===== src/rtl/vscale_hpm_counter_bank.sv =====
// Machine-mode HPM counter bank: N event counters with inhibit, sticky overflow and IRQ.
// Optional VSCALE_HPM_USER_READ_EN adds uctren and user read-only counter aliases.
module vscale_hpm_counter_bank #(
    parameter int          NUM_CTRS     = 4,
    parameter int          CTR_WIDTH    = 64,
    parameter int          NUM_EVENTS   = 8,
    parameter logic [11:0] BASE_LO      = 12'hB03,
    parameter logic [11:0] BASE_HI      = 12'hB83,
    parameter logic [11:0] BASE_EVT     = 12'h323,
    parameter logic [11:0] INHIBIT_ADDR = 12'h320,
    parameter logic [11:0] OVF_ADDR     = 12'h7C0
) (
    input  logic                  clk,
    input  logic                  reset,
    input  logic [11:0]           addr,
    input  logic [2:0]            cmd,
    input  logic [31:0]           wdata,
    input  logic [1:0]            prv,
    input  logic [NUM_EVENTS-1:0] events,
    input  logic                  freeze,
    output logic [31:0]           rdata,
    output logic                  hit,
    output logic                  illegal_access,
    output logic                  ovf_irq
);

    localparam int EW  = $clog2(NUM_EVENTS + 1);
    localparam int HW  = CTR_WIDTH - 32;
    localparam int EXT = 1 << EW;
    localparam logic [CTR_WIDTH-1:0] CTR_ONE = 1;
`ifdef VSCALE_HPM_USER_READ_EN
    localparam logic [11:0] UCTREN_ADDR = 12'h306;
    localparam logic [11:0] ULO_BASE    = 12'hC03;
    localparam logic [11:0] UHI_BASE    = 12'hC83;
`endif

    logic [CTR_WIDTH-1:0] ctr_q    [NUM_CTRS];
    logic [CTR_WIDTH-1:0] ctr_d    [NUM_CTRS];
    logic [EW-1:0]        evtsel_q [NUM_CTRS];
    logic [EW-1:0]        evtsel_d [NUM_CTRS];
    logic [NUM_CTRS-1:0]  inhibit_q, inhibit_d;
    logic [NUM_CTRS-1:0]  ovf_q, ovf_d;
    logic [NUM_CTRS-1:0]  ovf_ie_q, ovf_ie_d;
    logic                 ovf_irq_q, ovf_irq_d;
`ifdef VSCALE_HPM_USER_READ_EN
    logic [31:0]          uctren_q, uctren_d;
    logic [NUM_CTRS-1:0]  ulo_sel, uhi_sel;
    logic                 uen_sel;
`endif

    logic                 en, wr, wen;
    logic [NUM_CTRS-1:0]  lo_sel, hi_sel, evt_sel;
    logic                 inh_sel, ovf_sel;
    logic                 alias_deny;
    logic [31:0]          rd_val, new_val;
    logic [EXT-1:0]       evt_ext;
    logic [NUM_CTRS-1:0]  inc, hw_ovf;

    assign en  = cmd[2];
    assign wr  = cmd[1] | cmd[0];
    assign wen = en & wr & ~illegal_access;

    always_comb begin
        lo_sel  = '0;
        hi_sel  = '0;
        evt_sel = '0;
        for (int i = 0; i < NUM_CTRS; i++) begin
            lo_sel[i]  = (addr == BASE_LO + 12'(i));
            hi_sel[i]  = (addr == BASE_HI + 12'(i));
            evt_sel[i] = (addr == BASE_EVT + 12'(i));
        end
        inh_sel = (addr == INHIBIT_ADDR);
        ovf_sel = (addr == OVF_ADDR);
    end

`ifdef VSCALE_HPM_USER_READ_EN
    always_comb begin
        ulo_sel = '0;
        uhi_sel = '0;
        for (int i = 0; i < NUM_CTRS; i++) begin
            ulo_sel[i] = (addr == ULO_BASE + 12'(i));
            uhi_sel[i] = (addr == UHI_BASE + 12'(i));
        end
        uen_sel = (addr == UCTREN_ADDR);
    end

    assign alias_deny = |((ulo_sel | uhi_sel) & ~uctren_q[NUM_CTRS+2:3]);
    assign hit = |{lo_sel, hi_sel, evt_sel, inh_sel, ovf_sel,
                   ulo_sel, uhi_sel, uen_sel};
`else
    assign alias_deny = 1'b0;
    assign hit = |{lo_sel, hi_sel, evt_sel, inh_sel, ovf_sel};
`endif

    // Denied alias reads return zero; other reads are plain register views.
    always_comb begin
        rd_val = '0;
        for (int i = 0; i < NUM_CTRS; i++) begin
            if (lo_sel[i])  rd_val = ctr_q[i][31:0];
            if (hi_sel[i])  rd_val = 32'(ctr_q[i][CTR_WIDTH-1:32]);
            if (evt_sel[i]) rd_val = 32'(evtsel_q[i]);
`ifdef VSCALE_HPM_USER_READ_EN
            if (ulo_sel[i] && uctren_q[i+3]) rd_val = ctr_q[i][31:0];
            if (uhi_sel[i] && uctren_q[i+3]) rd_val = 32'(ctr_q[i][CTR_WIDTH-1:32]);
`endif
        end
        if (inh_sel) rd_val = 32'(inhibit_q);
        if (ovf_sel) rd_val = 32'(ovf_q) | (32'(ovf_ie_q) << 16);
`ifdef VSCALE_HPM_USER_READ_EN
        if (uen_sel) rd_val = uctren_q;
`endif
    end

    assign rdata = rd_val;

    assign illegal_access = en & (~hit
                                  | (addr[9:8] > prv)
                                  | (wr & (addr[11:10] == 2'b11))
                                  | alias_deny);

    always_comb begin
        new_val = wdata;
        unique case (cmd[1:0])
            2'b10:   new_val = rd_val | wdata;
            2'b11:   new_val = rd_val & ~wdata;
            default: new_val = wdata;
        endcase
    end

    // Index 0 is tied low so evtsel 0 never counts.
    always_comb begin
        evt_ext = '0;
        evt_ext[NUM_EVENTS:1] = events;
    end

    always_comb begin
        for (int i = 0; i < NUM_CTRS; i++) begin
            inc[i] = ~freeze & ~inhibit_q[i] & evt_ext[evtsel_q[i]];
        end
    end

    always_comb begin
        hw_ovf = '0;
        for (int i = 0; i < NUM_CTRS; i++) begin
            ctr_d[i]    = ctr_q[i];
            evtsel_d[i] = evtsel_q[i];
            // A CSR write owns the whole counter for that cycle.
            if (wen && lo_sel[i]) begin
                ctr_d[i] = {ctr_q[i][CTR_WIDTH-1:32], new_val};
            end else if (wen && hi_sel[i]) begin
                ctr_d[i] = {new_val[HW-1:0], ctr_q[i][31:0]};
            end else if (inc[i]) begin
                ctr_d[i]  = ctr_q[i] + CTR_ONE;
                hw_ovf[i] = &ctr_q[i];
            end
            if (wen && evt_sel[i]) begin
                evtsel_d[i] = (new_val > 32'(NUM_EVENTS)) ? '0 : new_val[EW-1:0];
            end
        end

        inhibit_d = inhibit_q;
        if (wen && inh_sel) inhibit_d = new_val[NUM_CTRS-1:0];

        ovf_d    = ovf_q;
        ovf_ie_d = ovf_ie_q;
        if (wen && ovf_sel) begin
            ovf_d    = new_val[NUM_CTRS-1:0];
            ovf_ie_d = new_val[16 +: NUM_CTRS];
        end
        ovf_d     = ovf_d | hw_ovf;
        ovf_irq_d = |(ovf_d & ovf_ie_d);
    end

`ifdef VSCALE_HPM_USER_READ_EN
    always_comb begin
        uctren_d = uctren_q;
        if (wen && uen_sel) uctren_d = new_val;
    end
`endif

    always_ff @(posedge clk) begin
        if (reset) begin
            for (int i = 0; i < NUM_CTRS; i++) begin
                ctr_q[i]    <= '0;
                evtsel_q[i] <= '0;
            end
            inhibit_q <= '0;
            ovf_q     <= '0;
            ovf_ie_q  <= '0;
            ovf_irq_q <= 1'b0;
`ifdef VSCALE_HPM_USER_READ_EN
            uctren_q  <= '0;
`endif
        end else begin
            for (int i = 0; i < NUM_CTRS; i++) begin
                ctr_q[i]    <= ctr_d[i];
                evtsel_q[i] <= evtsel_d[i];
            end
            inhibit_q <= inhibit_d;
            ovf_q     <= ovf_d;
            ovf_ie_q  <= ovf_ie_d;
            ovf_irq_q <= ovf_irq_d;
`ifdef VSCALE_HPM_USER_READ_EN
            uctren_q  <= uctren_d;
`endif
        end
    end

    assign ovf_irq = ovf_irq_q;

endmodule

===== config.mk =====
export PLATFORM = sky130hd
export DESIGN_NAME = vscale_hpm_counter_bank
export DESIGN_NICKNAME = d
export VERILOG_FILES = /design/src/rtl/vscale_hpm_counter_bank.sv
export SDC_FILE = /design/constraint.sdc
export NUM_CORES = 1
export LEC_CHECK = 0
export CAP_MARGIN = 20
export CORE_UTILIZATION = 40
export DETAILED_ROUTE_END_ITERATION = 10
export MAX_ROUTING_LAYER = met4
export SLEW_MARGIN = 15
export SYNTH_ARGS = -nofsm -noshare
export SYNTH_HDL_FRONTEND = slang
export SYNTH_SLANG_ARGS = --single-unit
export TNS_END_PERCENT = 5

===== constraint.sdc =====
create_clock -name clk -period 6.9 [get_ports clk]
set_input_delay 1.725 -clock clk [delete_from_list [all_inputs] [get_ports clk]]
set_output_delay 1.725 -clock clk [all_outputs]
set_load 0.1 [all_outputs]

# --- Word-level counts from Yosys, hierarchy flattened ---
# Memory sizes are Yosys's and may differ from the RTL's.
# Cells that the tools add are included.
word_totals:
  reg_bits: 13
  latchBits: 0
  ram_bits: 272
  mem_bits_ro: 0
  inputBits: 60
  output_inout_bits: 35
  word_cells: 154
  memories: 2
memory_table:
  columns: ["name", "words", "word_bits", "rd", "rd_ports_with_merged_regs", "wr", "line", "rtl"]
  rows:
  - ["ctr_q", 4, 64, 4, 0, 4, "37", "logic [CTR_WIDTH-1:0] ctr_q [NUM_CTRS];"]
  - ["evtsel_q", 4, 4, 4, 0, 4, "39", "logic [EW-1:0] evtsel_q [NUM_CTRS];"]
op_classes:
  n_addsub: 4
  multipliers: 0
  n_div: 0
  magnitude_cmp: 6
  n_eq_ne: 17
  shifts: 0
  muxes: 65
  bitwise: 36
  n_reduce_logical: 20
op_table:
  columns: ["operator", "count"]
  rows:
  - ["64-bit two-way mux", 16]
  - ["32-bit two-way mux", 14]
  - ["64-bit by 1-bit adder with 64-bit output, second input constant", 4]
  - ["64-bit AND reduction", 4]
  - ["12-bit == test, second input constant", 8]
  - ["32-bit case mux with 2 select lines", 1]
  - ["12-bit by 10-bit == test with 1-bit output, second input constant", 5]
  - ["4-bit two-way mux", 11]
  - ["32-bit AND", 1]
  - ["32-bit by 4-bit > comparator with 1-bit output, second input constant", 1]
  - ["32-bit NOT", 1]
  - ["32-bit OR", 1]
  - ["4-bit by 5-bit < comparator with 1-bit output, second input constant", 4]
  - ["4-bit by 20-bit OR with 20-bit output", 1]
  - ["1-bit two-way mux", 19]
  - ["1-bit binary-select mux with 4-bit select", 4]
  - ["1-bit logical AND", 14]
  - ["14-bit OR reduction", 1]
  - ["1-bit AND", 12]
  - ["12-bit by 11-bit == test with 1-bit output, second input constant", 1]
  - ["1-bit OR", 11]
  - ["1-bit NOT", 7]
  - ["2-bit == test, second input constant", 3]
  - ["4-bit AND", 1]
  - ["3 further kinds", 3]

# --- Logic depth before layout (Yosys ltp) ---
# Gate-level depths: netlist (run 1).
depth:
  word_depth: 21
  ltp_mapped: 14
  depth_no_buf: 12

# --- Least setup slack after synthesis (run 1) ---
# Ideal clock, no wire load.
synth_timing:
  path_type: "input to output"
  startpoint: "input addr[6]"
  endpoint: "output rdata[13]"
  arrival_ns: 5.325
  required_ns: 5.175
  path_slack_ns: -0.150
  stages: 7
  path_cell_list: "clkbuf_2 or4_4 buf_6 nor3_1 and2_1 a311oi_1 nor3_1"
synth_via:
  elab_chain_len: 15
  elab_cells_between_ends: 28
synth_rtl:
  columns: ["item", "line", "rtl"]
  rows:
  - ["from (decl)", "15", "input logic [11:0] addr,"]
  - ["12-bit == test", "68", "lo_sel[i] = (addr == BASE_LO + 12'(i));"]
  - ["32-bit two-way mux", "99", "if (lo_sel[i]) rd_val = ctr_q[i][31:0];"]
  - ["32-bit two-way mux", "100", "if (hi_sel[i]) rd_val = 32'(ctr_q[i][CTR_WIDTH-1:32]);"]
  - ["32-bit two-way mux", "101", "if (evt_sel[i]) rd_val = 32'(evtsel_q[i]);"]
  - ["32-bit two-way mux", "99", null]
  - ["32-bit two-way mux", "100", null]
  - ["32-bit two-way mux", "101", null]
  - ["32-bit two-way mux", "99", null]
  - ["32-bit two-way mux", "100", null]
  - ["32-bit two-way mux", "101", null]
  - ["32-bit two-way mux", "99", null]
  - ["32-bit two-way mux", "100", null]
  - ["32-bit two-way mux", "101", null]
  - ["32-bit two-way mux", "107", "if (inh_sel) rd_val = 32'(inhibit_q);"]
  - ["32-bit two-way mux (*)", "108", "if (ovf_sel) rd_val = 32'(ovf_q) | (32'(ovf_ie_q) << 16);"]
  - ["to (decl)", "21", "output logic [31:0] rdata,"]
# Mark *: on every way between the ends. The rest lies on a longest branch, timed or not.

# --- Worst setup path after layout (run 1) ---
layout_timing:
  startpoint: "input addr[10]"
  endpoint: "output rdata[3]"
# Same word-level chain as after synthesis.

==> metrics.csv, run 1 <==
metric,value,unit
ys_types,91,
synth_top_area_cell,dfxtp_1,
clk_path_buf_depth,3,
synth_edf_count,0,
grt_max_degree,153,
core,51400,um2
synth_area,20900,um2
drive_gt1_share,10.8,%
fin_crit,6.67,ns
worstSkewPairLatency,0.58,ns
fin_nets,3101,
holdBufCountCts,0,
final_common_cell,nor2_1,
min_period_over_period,96.7,%
cts.clk_slew.worst_paths,0.06,ns
max_cap_viol_count,0,
routed_via_density,6.61,
grt_pass1_vias,22300,
async_flop_share,0,%
worstSetupEndpointType,output port,
fmax,150,MHz
via_count,24800,
status,"finished, final reports clean",
wl,107,mm
worstSetupPathType,input pin to output port,
comb_power_share,9.0,%
cts_num_sinks,285,
min_path_type,flip-flop to flip-flop,
port_buffers,94,
fin_cells,3745,
cts_tree,built,
wl_per_cell,28.5,um
ir_drop,0.204,mV
ctsResizeCount,0,
finalHoldViolations,0,
die_y,230,um
power_frac_clock,51.7,%
die_w,230,um
die_area,53100,um2
skew,0.0275,ns
rsz0062_at_grt,false,
yosys-top-cells-area,"dfxtp_1, nor2_1, a21oi_1, a211oi_1, nand2_1",
critPathRequiredTime,5.18,ns
synth_nets,3046,
slew_viol_final,0,
io_pins,95,
ant_nets,0,
seq_area_frac_synth,27.3,%
post_cts_buffers,0,
dp.cells,3673,
synth_top_area_share,27.3,%
grt_use_total,40.2,%
mostFrequentLayoutCells,"nor2_1, nand2_1, dfxtp_1, a21oi_1, o21ai_0",
grt_antenna_before_repair,2,
drtIter0Drc,3047,
start_kind,input pin,
dp_hpwl,80.4,mm
initial_core_util,40.6,%
setup_viol,0,
path_max_fanout,10,
root_buffer,clkbuf_16,
worst_pin_slew,1.13,ns
post-route-util,48.2,%
ys.warnings.count,0,
cts_buffers,38,
arrival,4.95,ns
seq_power_share,39.3,%
grt_pass1_wl,153,mm
row_count,83,
route.detailed.drc,0,
fin_tns_setup,0,ns
dr.pass1.iters,8,
avgSynthCellArea,7.01,um2
area_growth,18.7,%
power.leakage,8.00,nW
synthCells,2980,
relSlewSlack,23.0,%
p_int,3.06,mW
gp_congestion,1.06,
grt_overflow_total,0,
swShare,27.1,%
p_per_area,169,nW/um2
synth_flop_cell,dfxtp_1,
ys_seq_elements,285,
h-tree-depth,2,
power.switching,1.13,mW
per-layer routing:
metal	global-route usage (%)	routed length (um)
met1	51.5	43100
met2	60.2	46800
met3	6.29	10000
met4	22.5	6660
met5	-	0
critical path, stage by stage:
cell and delay [ns]:
clkdlybuf4s50_1 0.71, or4_4 0.75, nor2_1 0.40, a22oi_1 0.19, o21ai_0 0.89, buf_12 0.27
area by class of cell:
cell class | instances | area [um2]
repair buffers | 245 | 2490
clock inverters | 18 | 253
fillers | 5177 | 26600
inverters | 50 | 188
well taps | 680 | 851
flip-flops and latches | 285 | 5710
diodes | 2 | 5.00
clock buffers | 50 | 1090
multi-input cells | 2415 | 14200
power by group through the flow:
stage	Sequential, mW	Combinational, mW	Clock [mW]
floorplan	1.68	0.154	0
global placement	1.68	0.361	0
detailed placement	1.68	0.361	0
CTS	1.65	0.362	2.18
global route	1.64	0.382	2.25
finish	1.65	0.379	2.17
metrics by stage:
stage	area [um2]	total power [mW]	hold slack, ns	worst slack [ns]
after CTS	24800	4.19	0.499	0.322
final	24800	4.19	0.501	0.229
after global placement	23400	2.04	0.482	0.351
after floorplan	20900	1.84	0.454	-0.145
after detailed placement	23400	2.04	0.491	0.344
after global routing	24800	4.27	0.512	0.240
cell usage after synthesis (17+ instances only):
| master | number |
|---|---|
| o22ai_1 | 33 |
| a21oi_1 | 259 |
| and4_1 | 27 |
| nand3_1 | 116 |
| nor4_1 | 40 |
| xnor2_1 | 69 |
| nor2_1 | 386 |
| a22oi_1 | 24 |
| o21ai_0 | 229 |
| mux2i_1 | 52 |
| a211oi_1 | 160 |
| and3_1 | 47 |
| nand3b_1 | 22 |
| or3_1 | 17 |
| a32oi_1 | 23 |
| and2_1 | 32 |
| a31oi_1 | 35 |
| xor2_1 | 53 |
| inv_1 | 49 |
| buf_2 | 35 |
| clkbuf_1 | 173 |
| dfxtp_1 | 285 |
| nor3_1 | 131 |
| nand4_1 | 88 |
| nand2_1 | 313 |
sequential cells by signal, summed over array words and instances, names as in the netlist:
name       count
ctr_q        256
evtsel_q      16
inhibit_q      4
ovf_ie_q       4
ovf_q          4
ovf_irq        1
path summary, 6_finish.rpt:
path / slack [ns] / end / depth (start not counted) / startpoint
worst min register to register: 0.50 / ctr_q[0][33]$_SDFFE_PP0P_ / 2 / ctr_q[0][33]$_SDFFE_PP0P_
worst max-delay path: 0.23 / rdata[3] / 6 / addr[10]
worst max register to register: 2.71 / ovf_irq$_SDFF_PP0_ / 11 / ctr_q[3][1]$_SDFFE_PP0P_
worst min-delay path: 0.50 / ctr_q[0][33]$_SDFFE_PP0P_ / 2 / ctr_q[0][33]$_SDFFE_PP0P_
cells by family (layout without fill, tap and decap cells):
kind of cell               count (synthesis)  count (layout)  share of synthesized area (%)
adders and majority gates                  7               7                          0.407
DFF                                      285             285                           27.3
and+or+nand+nor                         1318            1318                           31.2
buffers and inverters                    280             363                           5.45
muxes                                     66              66                           3.46
xor gates and xnor gates                 122             122                           5.12
AOI/OAI and AO/OA                        902             902                           27.0
other                                      0               2                              0
Power figures use the tool's default switching activity.
==> run 2: changes to the inputs <==
Clock period 6.9 ns to 6.4 ns, I/O delays scaled along.
==> metrics.csv, run 2 (synthesized netlist as in run 1, its figures left out) <==
metric,value,unit,change
die_area,53100,um2,unchanged
worstHoldStart,ctr_q[0][51]$_SDFFE_PP0P_,,was ctr_q[0][33]$_SDFFE_PP0P_
worstSkewPairLatency,0.55,ns,was 0.58 ns
holdWs,0.504,ns,was 0.501 ns
routed_via_density,6.56,,was 6.61
power.switching,1.14,mW,was 1.13 mW
reg_top3,"ctr_q: 256 flops, evtsel_q: 16 flops",,unchanged
fin_nets,3107,,was 3101
critPathRequiredTime,4.80,ns,was 5.18 ns
area_growth,18.9,%,was 18.7%
fin_total_pwr,4.36,mW,was 4.19 mW
largest_reg_flops,256,,unchanged
fmax,157,MHz,
grt_pass1_vias,22100,,was 22300
grt_use_total,39.8,%,was 40.2%
pre_cts_ws,0.0858,ns,was 0.344 ns
dp_hpwl,80.3,mm,was 80.4 mm
num-fill-cells,5211,,was 5177
grt_max_degree,142,,was 153
p_int,3.22,mW,was 3.06 mW
holdBufCountCts,0,,unchanged
grt_pass1_wl,152,mm,was 153 mm
path_max_fanout,11,,was 10
power_frac_clock,49.9,%,was 51.7%
crit_path_top_delay_cell,clkdlybuf4s50_1,,was o21ai_0
swShare,26.1,%,was 27.1%
seq_power_share,40.7,%,was 39.3%
fin_crit,6.37,ns,
relSlewSlack,25.6,%,was 23.0%
ant_nets,0,,unchanged
largest-register,ctr_q,,unchanged
setup_ws,0.0303,ns,was 0.229 ns
power.leakage,8.02,nW,was 8.00 nW
min_period_over_period,99.5,%,
row_count,83,,unchanged
cts_tree,built,,unchanged
die_y,230,um,unchanged
r2r_cells,10,,was 11
min_to,ctr_q[0][51]$_SDFFE_PP0P_,,was ctr_q[0][33]$_SDFFE_PP0P_
worst_path_largest_cell_delay,0.66,ns,was 0.89 ns
die_w,230,um,unchanged
fin_cells,3749,,was 3745
setup_viol,0,,unchanged
mostFrequentLayoutCells,"nor2_1, nand2_1, dfxtp_1, a21oi_1, o21ai_0",,unchanged
cp_top_family,compound AO/OA/AOI/OAI gates,,was simple AND/OR/NAND/NOR gates
max_cap_viol_count,0,,unchanged
clk_path_buf_depth,3,,unchanged
cts_num_sinks,285,,unchanged
min_path_type,flip-flop to flip-flop,,unchanged
root_buffer,clkbuf_16,,unchanged
gp_congestion,1.07,,was 1.06
final_common_cell,nor2_1,,unchanged
comb_power_share,9.5,%,was 9.0%
grt_antenna_before_repair,3,,was 2
initial_core_util,40.6,%,unchanged
dp.cells,3681,,was 3673
finalHoldViolations,0,,unchanged
core,51400,um2,unchanged
worstSetupPathType,input pin to output port,,unchanged
arrival,4.77,ns,was 4.95 ns
r2r-end,ovf_irq$_SDFF_PP0_,,unchanged
start_kind,input pin,,unchanged
ctsResizeCount,0,,unchanged
design_area,24800,um2,about the same
cts.clk_slew.worst_paths,0.06,ns,about the same
wl,106,mm,was 107 mm
status,"finished, final reports clean",,unchanged
port_buffers,94,,unchanged
skew,0.0148,ns,was 0.0275 ns
crit_chain,clkdlybuf4s50_1 > nand4b_1 > buf_4 > nor2_1 > o221ai_1 > a31oi_1 > o221a_2 > buf_12,,was clkdlybuf4s50_1 > or4_4 > nor2_1 > a22oi_1 > o21ai_0 > buf_12
p_per_area,176,nW/um2,was 169 nW/um2
io_pins,95,,unchanged
h-tree-depth,2,,unchanged
worstSetupEndpointType,output port,,unchanged
cts_buffers,37,,was 38
place_area,23500,um2,was 23400 um2
grt_overflow_total,0,,unchanged
critPathLaunch,addr[5],,was addr[10]
drtIter0Drc,3036,,was 3047
cp_num_buf_inv,3,,was 2
worst_pin_slew,1.11,ns,was 1.13 ns
worst_hold_path.num_cells,2,,unchanged
dr.pass1.iters,8,,unchanged
ir_drop,0.150,mV,was 0.204 mV
rsz0062_at_grt,false,,unchanged
rrSetupSlack,2.06,ns,was 2.71 ns
slew_viol_final,0,,unchanged
via_count,24600,,was 24800
wl_per_cell,28.2,um,was 28.5 um
route.detailed.drc,0,,unchanged
drive_gt1_share,10.8,%,about the same
timing.rr.start,ctr_q[3][1]$_SDFFE_PP0P_,,unchanged
post_cts_buffers,0,,unchanged
==> run 2: cell types whose count changed in the layout (fill, tap and decap cells not counted), sizes merged <==
cell,delta
inv,-2
bufinv,-2
clkbuf,+3
buf,+7
diode,+2
clkinvlp,-2
clkinv,-2
==> run 2: layout make-up <==
class / count / area (um2) / area share [%]
antenna: 4 / 10.0 / 0.0403
clock buffer: 53 / 1120 / 4.50
clock inverter: 10 / 129 / 0.519
inverter: 50 / 188 / 0.756
multi-input combinational: 2415 / 14200 / 57.2
sequential: 285 / 5710 / 23.0
tap: 680 / 851 / 3.43
timing repair buffer: 252 / 2620 / 10.5
==> run 2: metal layers <==
layer | part of all wire (%) | vias to the layer above | track usage [%]
li1 | - | 11100 | -
met1 | 40 | 11700 | 51.1
met2 | 45 | 1424 | 60.1
met3 | 9.1 | 290 | 5.62
met4 | 6.1 | 0 | 21.6
met5 | 0 | - | -
==> run 2: power by group through the flow <==
stage	sequential, mW	clock (mW)	combinational [mW]
2_1_floorplan	1.81	0	0.166
3_3_place_gp	1.81	0	0.393
3_5_place_dp	1.81	0	0.394
4_1_cts	1.77	2.19	0.396
5_1_grt	1.77	2.26	0.416
6_report	1.77	2.17	0.413
==> run 2: how the worst max path moves through the flow <==
stage                endpoint  cells past startpoint
2_1_floorplan  illegal_access                      7
3_3_place_gp         rdata[8]                      7
3_5_place_dp         rdata[8]                      7
4_1_cts              rdata[8]                      7
5_1_grt              rdata[8]                      8
6_report             rdata[8]                      8
==> run 2: worst register-to-register path, cell delays in order, from the launching register on <==
cell and delay (ns):
dfxtp_1 0.45, ha_1 0.28, nand4_1 0.34, or4_1 0.91
nor3_4 0.37, and3_1 0.37, nand2_1 0.26, or4_1 0.60
o22ai_1 0.18, nor2_1 0.07, a41oi_1 0.38
==> run 2: stage by stage <==
step	TNS [ns]	utilization [%]
after floorplan	-0.936	-
after global placement	0	45.8
after detailed placement	0	45.8
after CTS	0	48.2
after global routing	0	48.3
final	0	48.3
